--- src/rtl/avg_pipe_arbiter.sv ---
// rtl/avg_pipe_arbiter.sv - round-robin front end sharing one (a+b+c)/3 pipeline among N requesters
// Result ownership rides a tag shift register aligned with the fixed pipeline latency.
module avg_pipe_arbiter #(
  parameter int N_REQ = 4,
  parameter int W     = 8,
  parameter int LAT   = 3,
  localparam int IW   = $clog2(N_REQ)
) (
  input  logic               clk,
  input  logic               rst,
  input  logic [N_REQ-1:0]   req_valid,
  input  logic [N_REQ*W-1:0] req_a,
  input  logic [N_REQ*W-1:0] req_b,
  input  logic [N_REQ*W-1:0] req_c,
  output logic [N_REQ-1:0]   req_ready,
  input  logic               hold,
  output logic [W-1:0]       pipe_a,
  output logic [W-1:0]       pipe_b,
  output logic [W-1:0]       pipe_c,
  input  logic [W-1:0]       pipe_avg,
  output logic               rsp_valid,
  output logic [IW-1:0]      rsp_id,
  output logic [W-1:0]       rsp_avg,
  output logic [15:0]        issue_cnt
);

  logic [W-1:0]  r_pipe_a;
  logic [W-1:0]  r_pipe_b;
  logic [W-1:0]  r_pipe_c;
  logic [15:0]   r_issue_cnt;
  logic [IW-1:0] r_rr_ptr;
  // Stage 0 is loaded alongside pipe_*, so stage LAT lines up with pipe_avg.
  logic [LAT:0]  r_tag_v;
  logic [IW-1:0] r_tag_id [0:LAT];

  logic          w_found;
  logic [IW-1:0] w_gnt_idx;
  logic          w_xfer;

  always_comb begin
    w_found   = 1'b0;
    w_gnt_idx = '0;
    for (int off = 1; off <= N_REQ; off++) begin
      if (!w_found && req_valid[(int'(r_rr_ptr) + off) % N_REQ]) begin
        w_found   = 1'b1;
        w_gnt_idx = IW'((int'(r_rr_ptr) + off) % N_REQ);
      end
    end
  end

  assign w_xfer    = w_found & ~hold;
  assign req_ready = w_xfer ? (N_REQ'(1) << w_gnt_idx) : '0;

  always_ff @(posedge clk) begin
    if (rst) begin
      r_pipe_a    <= '0;
      r_pipe_b    <= '0;
      r_pipe_c    <= '0;
      r_issue_cnt <= '0;
      r_rr_ptr    <= IW'(N_REQ - 1);
      r_tag_v     <= '0;
      for (int s = 0; s <= LAT; s++) begin
        r_tag_id[s] <= '0;
      end
    end else begin
      if (w_xfer) begin
        r_pipe_a    <= req_a[int'(w_gnt_idx)*W +: W];
        r_pipe_b    <= req_b[int'(w_gnt_idx)*W +: W];
        r_pipe_c    <= req_c[int'(w_gnt_idx)*W +: W];
        r_issue_cnt <= r_issue_cnt + 16'd1;
        r_rr_ptr    <= w_gnt_idx;
      end
      r_tag_v     <= {r_tag_v[LAT-1:0], w_xfer};
      r_tag_id[0] <= w_xfer ? w_gnt_idx : '0;
      for (int s = 1; s <= LAT; s++) begin
        r_tag_id[s] <= r_tag_id[s-1];
      end
    end
  end

  assign pipe_a    = r_pipe_a;
  assign pipe_b    = r_pipe_b;
  assign pipe_c    = r_pipe_c;
  assign rsp_valid = r_tag_v[LAT];
  assign rsp_id    = r_tag_id[LAT];
  assign rsp_avg   = pipe_avg;
  assign issue_cnt = r_issue_cnt;

endmodule
--- config.mk ---
export PLATFORM = sky130hd
export DESIGN_NAME = avg_pipe_arbiter
export DESIGN_NICKNAME = d
export VERILOG_FILES = /design/src/rtl/avg_pipe_arbiter.sv
export SDC_FILE = /design/constraint.sdc
export NUM_CORES = 1
export LEC_CHECK = 0
export CAP_MARGIN = 10
export CORE_MARGIN = 4
export CORE_UTILIZATION = 35
export CTS_BUF_LIST = sky130_fd_sc_hd__clkbuf_8
export DETAILED_ROUTE_END_ITERATION = 16
export MAX_ROUTING_LAYER = met4
export PLACE_DENSITY = 0.75
export SYNTH_ARGS = -nofsm -noshare
export SYNTH_HDL_FRONTEND = slang
export SYNTH_SLANG_ARGS = --single-unit
--- constraint.sdc ---
create_clock -name clk -period 4.4 [get_ports clk]
set_input_delay 0.66 -clock clk [delete_from_list [all_inputs] [get_ports clk]]
set_output_delay 0.66 -clock clk [all_outputs]
set_load 0.03 [all_outputs]
### Yosys cells after proc, flatten, opt, wreduce, memory -nomap -nowiden

Memory sizes are Yosys's and may differ from the RTL's.
Index checks and enable logic that the tools add are counted.

| cells by class | value |
|---|---|
| shift operators | 4 |
| bitwise operators | 10 |
| order comparisons | 4 |
| reduce and logical (&&, ||, !) cells | 10 |
| add/sub/neg operators | 5 |
| muxes and demuxes | 29 |

Operators by type and width:

| operator | count |
|---|---|
| indexed part select 32 x 6 -> 8 bit | 3 |
| two-way mux 2 bit | 9 |
| adder 16 x 1 -> 16 bit (second input constant) | 1 |
| less-than comparator 3 x 4 -> 1 bit (second input constant) | 4 |
| two-way mux 1 bit | 15 |
| binary-select mux 1 bit (select 2 bit) | 4 |
| OR reduction 2 bit | 4 |
| adder 2 x 1 -> 2 bit (second input constant) | 2 |
| adder 2 bit (second input constant) | 2 |
| bitwise AND 1 bit (first input constant) | 4 |
| two-way mux 4 bit | 1 |
| bitwise OR 1 bit | 4 |
| << shifter 1 x 2 -> 4 bit (first input constant) | 1 |
| logical AND 1 bit | 3 |
| logical NOT 1 bit | 3 |
| bitwise AND 1 bit | 1 |
| NOT 1 bit | 1 |

| word-level totals | value |
|---|---|
| input port bits | 111 |
| output and inout port bits | 55 |
| memories | 1 |
| register bits after elaboration | 46 |
| word-level logic and storage cells | 69 |
| memory bits (writable) | 8 |

Memory list:

| name | depth | width | rd ports | clocked after memory_dff | write ports | line | RTL |
|---|---|---|---|---|---|---|---|
| r_tag_id | 4 | 2 | 4 | 0 | 4 | 34 | `logic [IW-1:0] r_tag_id [0:LAT];` |

### Longest topological paths before layout

Gate-level depths: netlist of run 1.

| logic depth | value |
|---|---|
| depth in word-level cells | 19 |
| mapped depth | 7 |
| depth with buffers taken out | 5 |

### Worst setup path before layout of run 1

No wires, ideal clock.

| timing | value |
|---|---|
| kind | input to output |
| start point | in req_valid[3] |
| end point | out req_ready[2] |
| arrival | 2.222 ns |
| slack | 1.518 ns |
| stages | 4 |
| path buffers | 1 |
| data required time | 3.740 ns |
| cell sequence | nor2b_4 -> o21a_4 -> clkbuf_1 -> nor4_1 |

| between the ends | value |
|---|---|
| cells in the longest elaborated chain, start to end | 15 |
| elaborated cells on any way between the ends | 29 |
| classes of those cells | 1 x shift; 21 x mux; 1 x bitwise; 6 x reduce/logical |

RTL lines:

| element | line | RTL |
|---|---|---|
| start: declaration | 11 | `input logic [N_REQ-1:0] req_valid,` |
| binary-select mux 1 bit (select 2 bit) | 44 | `if (!w_found && req_valid[(int'(r_rr_ptr) + off) % N_REQ]) begin` |
| two-way mux 1 bit (implied by the code) (2 in a row) | 44 |  |
| two-way mux 1 bit | 44 |  |
| logical NOT 1 bit | 44 |  |
| logical AND 1 bit | 44 |  |
| two-way mux 1 bit | 44 |  |
| logical NOT 1 bit | 44 |  |
| logical AND 1 bit | 44 |  |
| two-way mux 1 bit | 44 |  |
| logical NOT 1 bit | 44 |  |
| logical AND 1 bit | 44 |  |
| two-way mux 2 bit / two-way mux 1 bit (equally long branches) | 44 |  |
| << shifter 1 x 2 -> 4 bit / bitwise AND 1 bit (equally long branches) | 52, 51 |  |
| two-way mux 4 bit (*) | 52 | `assign req_ready = w_xfer ? (N_REQ'(1) << w_gnt_idx) : '0;` |
| end: declaration | 15 | `output logic [N_REQ-1:0] req_ready,` |

Every way passes the cells marked *; elsewhere a longest branch is shown, timed or not. The select of a mux whose other input is x is not followed.

### Final worst setup path of run 1

| timing | value |
|---|---|
| start point | in req_valid[3] |
| end point | out req_ready[1] |

Same word-level chain as after synthesis.

==> impl_metrics.tcl, run 1 <==
set metrics [dict create \
    via_per_inst 5.16 \
    dp_hpwl_mm 6.87 \
    placedCellCount 536 \
    cp-end-kind "output pin" \
    fmax_mhz 265 \
    grt_overflow 0 \
    hold_viol_final 0 \
    drv_cap 0 \
    row_count 32 \
    clockBufferDepth 2 \
    final_area_mm2 0.00446 \
    io_pins 166 \
    tightest_slew_ps 1070 \
    synth_top_area_cell "dfxtp_1" \
    seq_power_share 0.438 \
    hold_path_class "reg -> reg" \
    synth.distinct_cells 49 \
    holdWs_ps 442 \
    grt_pass1_wl_mm 13.7 \
    required_ps 3740 \
    synth_edf_count 0 \
    clkPwrFrac 0.243 \
    setup.worst_path.class "in -> out" \
    drt_iter0_drc 72 \
    slew_violations 0 \
    tritoncts "yes" \
    layout.nets 553 \
    grt_start_max_net_pins 31 \
    cts.hold.buffers_added 0 \
    power_density_mw_per_mm2 276 \
    tns_ps 0 \
    io_buffers 149 \
    detailroute.via_count 2808 \
    ir_drop_mv 0.132 \
    internal-power_uw 853 \
    swShare 0.306 \
    crit_arrival_ps 3120 \
    combPwrFrac 0.318 \
    insertion_delay_ps 300 \
    yosysWarnings 0 \
    p_sw_uw 377 \
    die_h_um 99.2 \
    asyncSetResetFlopFracSynth 0 \
    netlist_area_mm2 0.00291 \
    p_leak_nw 1.71 \
    slew_headroom 0.287 \
    syn2layout_area_growth_pct 53.3 \
    antenna_found_initial 0 \
    instances_no_fill 544 \
    crit_path_max_fanout 15 \
    initial_core_util 0.369 \
    routedWlPerCell_um 16.2 \
    synth_nets 421 \
    finalWeightedCongestion 0.867 \
    ys_ff_latch 54 \
    finalWirelength_mm 8.83 \
    finalSetupViolations 0 \
    cts_resized 0 \
    clk_pin_slew_worst_paths_ps 100 \
    synth.avg_cell_area_um2 9.41 \
    cts_setup_buffers 0 \
    start_kind "input port" \
    cts_htree_levels 2 \
    n_antenna_cell 0 \
    synth.top_cells.by_count "dfxtp_1 (54), nand2_1 (36), mux2i_1 (35), nor2_1 (22), nand4_1 (17)" \
    track_usage 0.177 \
    min_period_over_period 0.858 \
    grt_setup_unrepaired "no" \
    synth.area.top_cells "dfxtp_1 (37%), mux2i_1 (12%), nand2_1 (4.6%)" \
    coreArea_mm2 0.00789 \
    drt-pass1-iter-count 6 \
    clockRootBuffer "clkbuf_8" \
    detail-route-antenna-nets 0 \
    drc 0 \
    synth_top_area_frac 0.372 \
    dieWidth_um 99.2 \
    ys.flop_type "dfxtp_1" \
    period_minus_slack_ps 3780 \
    cts_inserted_buffers 5 \
    skew_ps 2.09 \
    yosysMostFrequentCell "dfxtp_1" \
    netlist_instances 309 \
    yosysSeqAreaShare 0.372 \
    grt_pass1_vias 2826 \
    die-area_mm2 0.00983 \
    placed_area_mm2 0.00436 \
    layout-drive-gt1-share 0.0792 \
    cts.sink_count 54 \
    status "completed" \
]
-- path summary, 6_finish.rpt --
kind / from / to / slack [ps] / cells past startpoint
setup / recovery: req_valid[3] / req_ready[1] / 620 / 7
hold / removal: r_tag_id[2][0] / r_tag_id[3][0] / 440 / 1
setup reg to reg: r_rr_ptr[0] / pipe_b[0] / 2240 / 6
hold reg to reg: r_tag_id[2][0] / r_tag_id[3][0] / 440 / 1
-- placed cells by master (no fill, tap or decap), drive strengths merged, types with 3 or more instances in the layout --
cell type	count
clkdlybuf4s50	149
dfxtp	54
nand2	37
mux2i	35
nor2	22
nand4	17
a21o	14
o31ai	13
o211ai	13
nor2b	12
o221ai	12
xnor2	8
xor2	7
clkbuf	6
nor4	5
buf	4
nor3	4
nand2b	3
o21ai	3
and3	3
a21oi	3
-- registers in the layout, summed over array words and instances (netlist names) --
| signal | count |
|---|---|
| pipe_b | 8 |
| pipe_a | 8 |
| r_tag_id | 8 |
| pipe_c | 8 |
| r_tag_v | 4 |
| issue_cnt | 16 |
| r_rr_ptr | 2 |
-- cell type report --
type / count / area [um^2]
multi-input cells: 226 / 1620
flip-flops and latches: 54 / 1080
inverters: 1 / 3.75
fillers: 711 / 3430
clock buffers: 6 / 82.6
well taps: 102 / 128
repair buffers: 153 / 1520
clock inverters: 2 / 16.3
-- power groups by stage --
stage	clock, mW	combinational, mW	sequential (mW)
floorplan	0	0.178	0.603
global placement	0	0.389	0.549
detailed placement	0	0.394	0.551
CTS	0.311	0.396	0.540
global route	0.326	0.418	0.544
finish	0.299	0.392	0.539
-- cells by family (layout without fill, tap and decap cells) --
| kind of cell | Yosys count | count (layout) | synth area share |
|---|---|---|---|
| AOI/OAI and AO/OA | 61 | 61 | 0.182 |
| xor gates and xnor gates | 15 | 15 | 0.0452 |
| adders and majority gates | 1 | 1 | 0.00430 |
| buffers and inverters | 29 | 162 | 0.0706 |
| DFF | 54 | 54 | 0.372 |
| muxes | 35 | 35 | 0.120 |
| and+or+nand+nor | 114 | 114 | 0.206 |
-- per-layer routing --
layer	GRT usage	vias to the layer above	wire length [um]
met4	0.0431	0	121
met1	0.210	1299	3550
li1	-	1377	-
met3	0.0386	10	764
met2	0.304	122	4400
met5	-	-	0
-- worst max-delay path: stages --
cell             delay, ps
clkdlybuf4s50_1        610
or2b_1                 320
a21oi_4                420
nor3_4                  70
buf_4                  200
nor2_1                 140
clkdlybuf4s50_1        690
-- stage by stage --
step	setup WS, ps	util	power, mW
global placement	726	0.553	0.938
detailed placement	656	0.553	0.945
finish	624	0.565	1.23
CTS	646	0.565	1.25
global route	528	0.565	1.29
floorplan	1520	-	0.781
Note: power is estimated with default switching activity, not from simulation.
==> inputs of run 2 (changes only) <==
--- a/config.mk
+++ b/config.mk
@@ -6,9 +6,10 @@
 export NUM_CORES = 1
 export LEC_CHECK = 0
 export CAP_MARGIN = 10
-export CORE_MARGIN = 4
+export CORE_MARGIN = 5
 export CORE_UTILIZATION = 35
 export CTS_BUF_LIST = sky130_fd_sc_hd__clkbuf_8
+export CTS_CLUSTER_DIAMETER = 100
 export DETAILED_ROUTE_END_ITERATION = 16
 export MAX_ROUTING_LAYER = met4
 export PLACE_DENSITY = 0.75
==> impl_metrics.tcl, run 2 (synthesis results as in run 1) <==
set metrics [dict create \
    hold_path_class "reg -> reg" \
    dp_hpwl_mm 6.73 \
    crit_chain "clkdlybuf4s50_1 > o21a_1 > nor3_4 > and3_2 > clkdlybuf4s50_1" \
    routedWlPerCell_um 15.7 \
    critPathSlowestCell "clkdlybuf4s50_1" \
    cts_htree_levels 2 \
    period_minus_slack_ps 3760 \
    syn2layout_area_growth_pct 53.6 \
    slowest_delay_ps 680 \
    coreArea_mm2 0.00818 \
    required_ps 3740 \
    io_buffers 149 \
    initial_core_util 0.356 \
    finalWirelength_mm 8.61 \
    ir_drop_mv 0.144 \
    die_h_um 101 \
    drc 0 \
    start_kind "input port" \
    nFillCells 730 \
    cts.hold.buffers_added 0 \
    crit_arrival_ps 3100 \
    clockBufferDepth 2 \
    cp-end-kind "output pin" \
    finalSetupViolations 0 \
    fmax_mhz 266 \
    grt_overflow 0 \
    drt-pass1-iter-count 4 \
    track_usage 0.171 \
    final_common_cell "clkdlybuf4s50_1" \
    dieWidth_um 101 \
    grt_start_max_net_pins 33 \
    fin_util 0.546 \
    drt_iter0_drc 70 \
    finalWeightedCongestion 0.802 \
    layout.nets 554 \
    p_leak_nw 1.72 \
    grt_pass1_vias 2938 \
    power_density_mw_per_mm2 275 \
    largest_reg_flops 16 \
    cts_resized 0 \
    tns_ps 0 \
    instances_no_fill 548 \
    antenna_found_initial 0 \
    setup.worst_path.class "in -> out" \
    clockRootBuffer "clkbuf_8" \
    tightest_slew_ps 921 \
    hold_viol_final 0 \
    detailroute.via_count 2818 \
    path_common_cell "clkdlybuf4s50_1" \
    cts_inserted_buffers 5 \
    insertion_delay_ps 310 \
    layout-drive-gt1-share 0.0813 \
    status "completed" \
    io_pins 166 \
    min_period_over_period 0.854 \
    holdWs_ps 445 \
    grt_setup_unrepaired "no" \
    final_cell_mix "clkdlybuf4s50_1 (149), dfxtp_1 (54), nand2_1 (36)" \
    cts_setup_buffers 0 \
    cts.sink_count 54 \
    placedCellCount 540 \
    skew_ps 5.60 \
    grt_pass1_wl_mm 13.7 \
    slew_headroom 0.386 \
    tritoncts "yes" \
    slew_violations 0 \
    crit_path_max_fanout 15 \
    die-area_mm2 0.0102 \
    row_count 33 \
    drv_cap 0 \
    detail-route-antenna-nets 0 \
    via_per_inst 5.14 \
    n_antenna_cell 0 \
    clk_pin_slew_worst_paths_ps 100 \
]
-- run 2: metal layers --
| metal | up-vias | track usage | part of all wire | wire length [um] |
|---|---|---|---|---|
| met5 | - | - | 0 | 0 |
| met4 | 0 | 0.0501 | 0.021 | 184 |
| met3 | 19 | 0.0365 | 0.057 | 490 |
| met2 | 106 | 0.298 | 0.52 | 4450 |
| met1 | 1313 | 0.196 | 0.40 | 3480 |
| li1 | 1380 | - | - | - |
-- run 2: power by group --
part           total [mW]  switching, mW  internal (mW)
Sequential          0.540         0.0194          0.521
Combinational       0.392          0.189          0.203
Clock               0.295          0.176          0.118
Total                1.23          0.385          0.842
-- run 2: metrics by stage --
step / setup slack (ps) / power, mW / cell area [um^2]
after floorplan: 1520 / 0.781 / 2910
after global placement: 690 / 0.938 / 4370
after detailed placement: 648 / 0.945 / 4370
after CTS: 642 / 1.25 / 4470
after global routing: 518 / 1.29 / 4470
final: 642 / 1.23 / 4470
-- run 2: worst paths after layout --
check	from	endpoint	slack, ps	cells past startpoint
max	req_valid[1]	req_ready[0]	640	5
min	r_tag_id[1][0]	r_tag_id[2][0]	450	1
max reg2reg	r_rr_ptr[0]	pipe_b[4]	2030	6
min reg2reg	r_tag_id[1][0]	r_tag_id[2][0]	450	1
-- run 2: final cells by class --
type | instances | area (um^2) | share of cell area
clock buffers | 5 | 68.8 | 0.0154
clock inverters | 3 | 28.8 | 0.00644
inverters | 1 | 3.75 | 0.000840
multi-input cells | 226 | 1620 | 0.364
flip-flops and latches | 54 | 1080 | 0.242
well taps | 105 | 131 | 0.0294
repair buffers | 154 | 1530 | 0.342
-- run 2: worst max-delay path, delay by kind of cell --
kind | cells | cell delay (ps)
and+or+nand+nor | 2 | 800
AOI/OAI and AO/OA | 1 | 430
buffers and inverters | 2 | 1210
==> RTL edit: new RTL, flow settings as in run 2 <==
Make the reset (`rst`) asynchronous in one clocked block.
--- a/src/rtl/avg_pipe_arbiter.sv
+++ b/src/rtl/avg_pipe_arbiter.sv
@@ -52,5 +52,5 @@
   assign req_ready = w_xfer ? (N_REQ'(1) << w_gnt_idx) : '0;
 
-  always_ff @(posedge clk) begin
+  always_ff @(posedge clk or posedge rst) begin
     if (rst) begin
       r_pipe_a    <= '0;
Function: differs if rst is asserted again (counterexample within 4 cycles, from zero or initial values and one cycle with rst high); with rst held inactive, the same outputs for 4 cycles.
==> RTL edit against run 2 <==
- area after synthesis rose by 3.4%
- sequential cell count unchanged
- critical path depth rose by 2
- count of clock-buffer cells in the layout up 1
- wire length increased by 3.3%
- cell area is 1.7% higher
- worst setup slack better by 170 ps
- critical endpoint is now req_ready[3]
Power is not compared: it rests on default switching activity, and its combinational part moved more than twofold at a synthesized area within 25%.
==> RTL edit: results (changes against run 2) <==
Worst Hold End: r_tag_id[4]
Gr usage total: 16.90% (-0.18 points)
Post-Route WL: 8896 um (+3.3%)
First-pass GRT wire length: 13650 um (-0.10%)
Post-Synth XOR/XNOR Area: 4.370% (-0.15 points)
Tightest Pin Transition: 1053 ps (+132.5 ps)
Startpoint of the worst hold path: r_tag_id[6]
1st-iter DRT viols: 72 (+2.9%)
Layout cells sized above 1: 8.511% (+0.38 points)
Placed Area: 4443 um2 (+1.7%)
Outcome: finished clean
DP HPWL: 6639 um (-1.4%)
Vias in the first global route: 2836 (-3.5%)
Flop2flop setup slack: 2000 ps (-30 ps)
Mux cell area share after synthesis: 8.656% (-3.4 points)
Filler cells: 728 (-0.27%)
GPL Wtd Cong: 0.8353 (+4.2%)
Reg2Reg Launch Point: r_rr_ptr[1]
Top cells by count, synth: 52 x dfrtp_1, 42 x nor2_1, 25 x a221oi_1, 18 x o21ai_0
Met2 WL: 4402 um (-1.0%)
Pin count of the biggest net entering global routing: 47 (+42%)
Worst Skew: 9.043 ps (+3.447 ps)
Routed wl met3: 747 um (+52%)
Share of the yosys chip area belonging to registers: 45.03% (+7.8 points)
Synth cell types: 43 (-12%)
Nets: 534 (-3.6%)
Hold path depth: 0 (-1)
Worst Hold Slack: 354.0 ps (-91.01 ps)
FF-to-FF End: pipe_b[0]
Synth top area cells: dfrtp_1 43%, a221oi_1 7.3%, nor2_1 5.2%, mux2i_1 4.7%, xnor2_1 3.5%
## RTL edit: through the flow
step	cells	setup WS (ps)	utilization (%)
global route	528	545.8	54.73
finish	528	817.2	54.73
global placement	520	855.1	53.54
floorplan	291	1498	-
detailed placement	520	818.9	53.54
CTS	528	818.4	54.73
## RTL edit: cell families after synthesis
kind of cell	Yosys count
flip-flops	54
adder cells (fa/ha/maj)	1
buffers and inverters	35
multiplexers	24
AND/OR/NAND/NOR	79
XOR/XNOR	15
AO/OA/AOI/OAI	83
## RTL edit: layer usage
layer	global-route usage (%)	up-vias
met3	3.857	9
met1	20.65	1305
li1	-	1328
met2	28.65	120
met5	-	-
met4	3.532	0
## RTL edit: critical path: stages
cell             delay (ps)
clkdlybuf4s50_1         560
o21ai_0                 200
o21ai_0                 140
a221oi_1                420
nand2_1                 150
nor2_1                  110
clkdlybuf4s50_1         670
## RTL edit: layout make-up
type                    count  area [um2]  share of cell area [%]
multi-input cells         202        1414                   31.13
flip-flops and latches     54        1354                   29.81
clock buffers               6       82.58                   1.818
repair buffers            153        1521                   33.50
inverters                   6       22.52                  0.4959
well taps                 105       131.4                   2.893
clock inverters             2       16.27                  0.3581
## RTL edit: how the worst max path moves through the flow
stage            startpoint      endpoint  slack (ps)  cells past startpoint
3_3_place_gp   req_valid[1]  req_ready[3]         860                      7
5_1_grt        req_valid[1]  req_ready[3]         550                      7
3_5_place_dp   req_valid[1]  req_ready[3]         820                      7
6_report       req_valid[1]  req_ready[3]         820                      7
4_1_cts        req_valid[1]  req_ready[3]         820                      7
2_1_floorplan  req_valid[1]  req_ready[1]        1500                      6
## RTL edit: where the power goes
group          total [uW]  switching, uW  internal [uW]
combinational         810            434            376
sequential            692           95.6            596
clock                 296            166            130
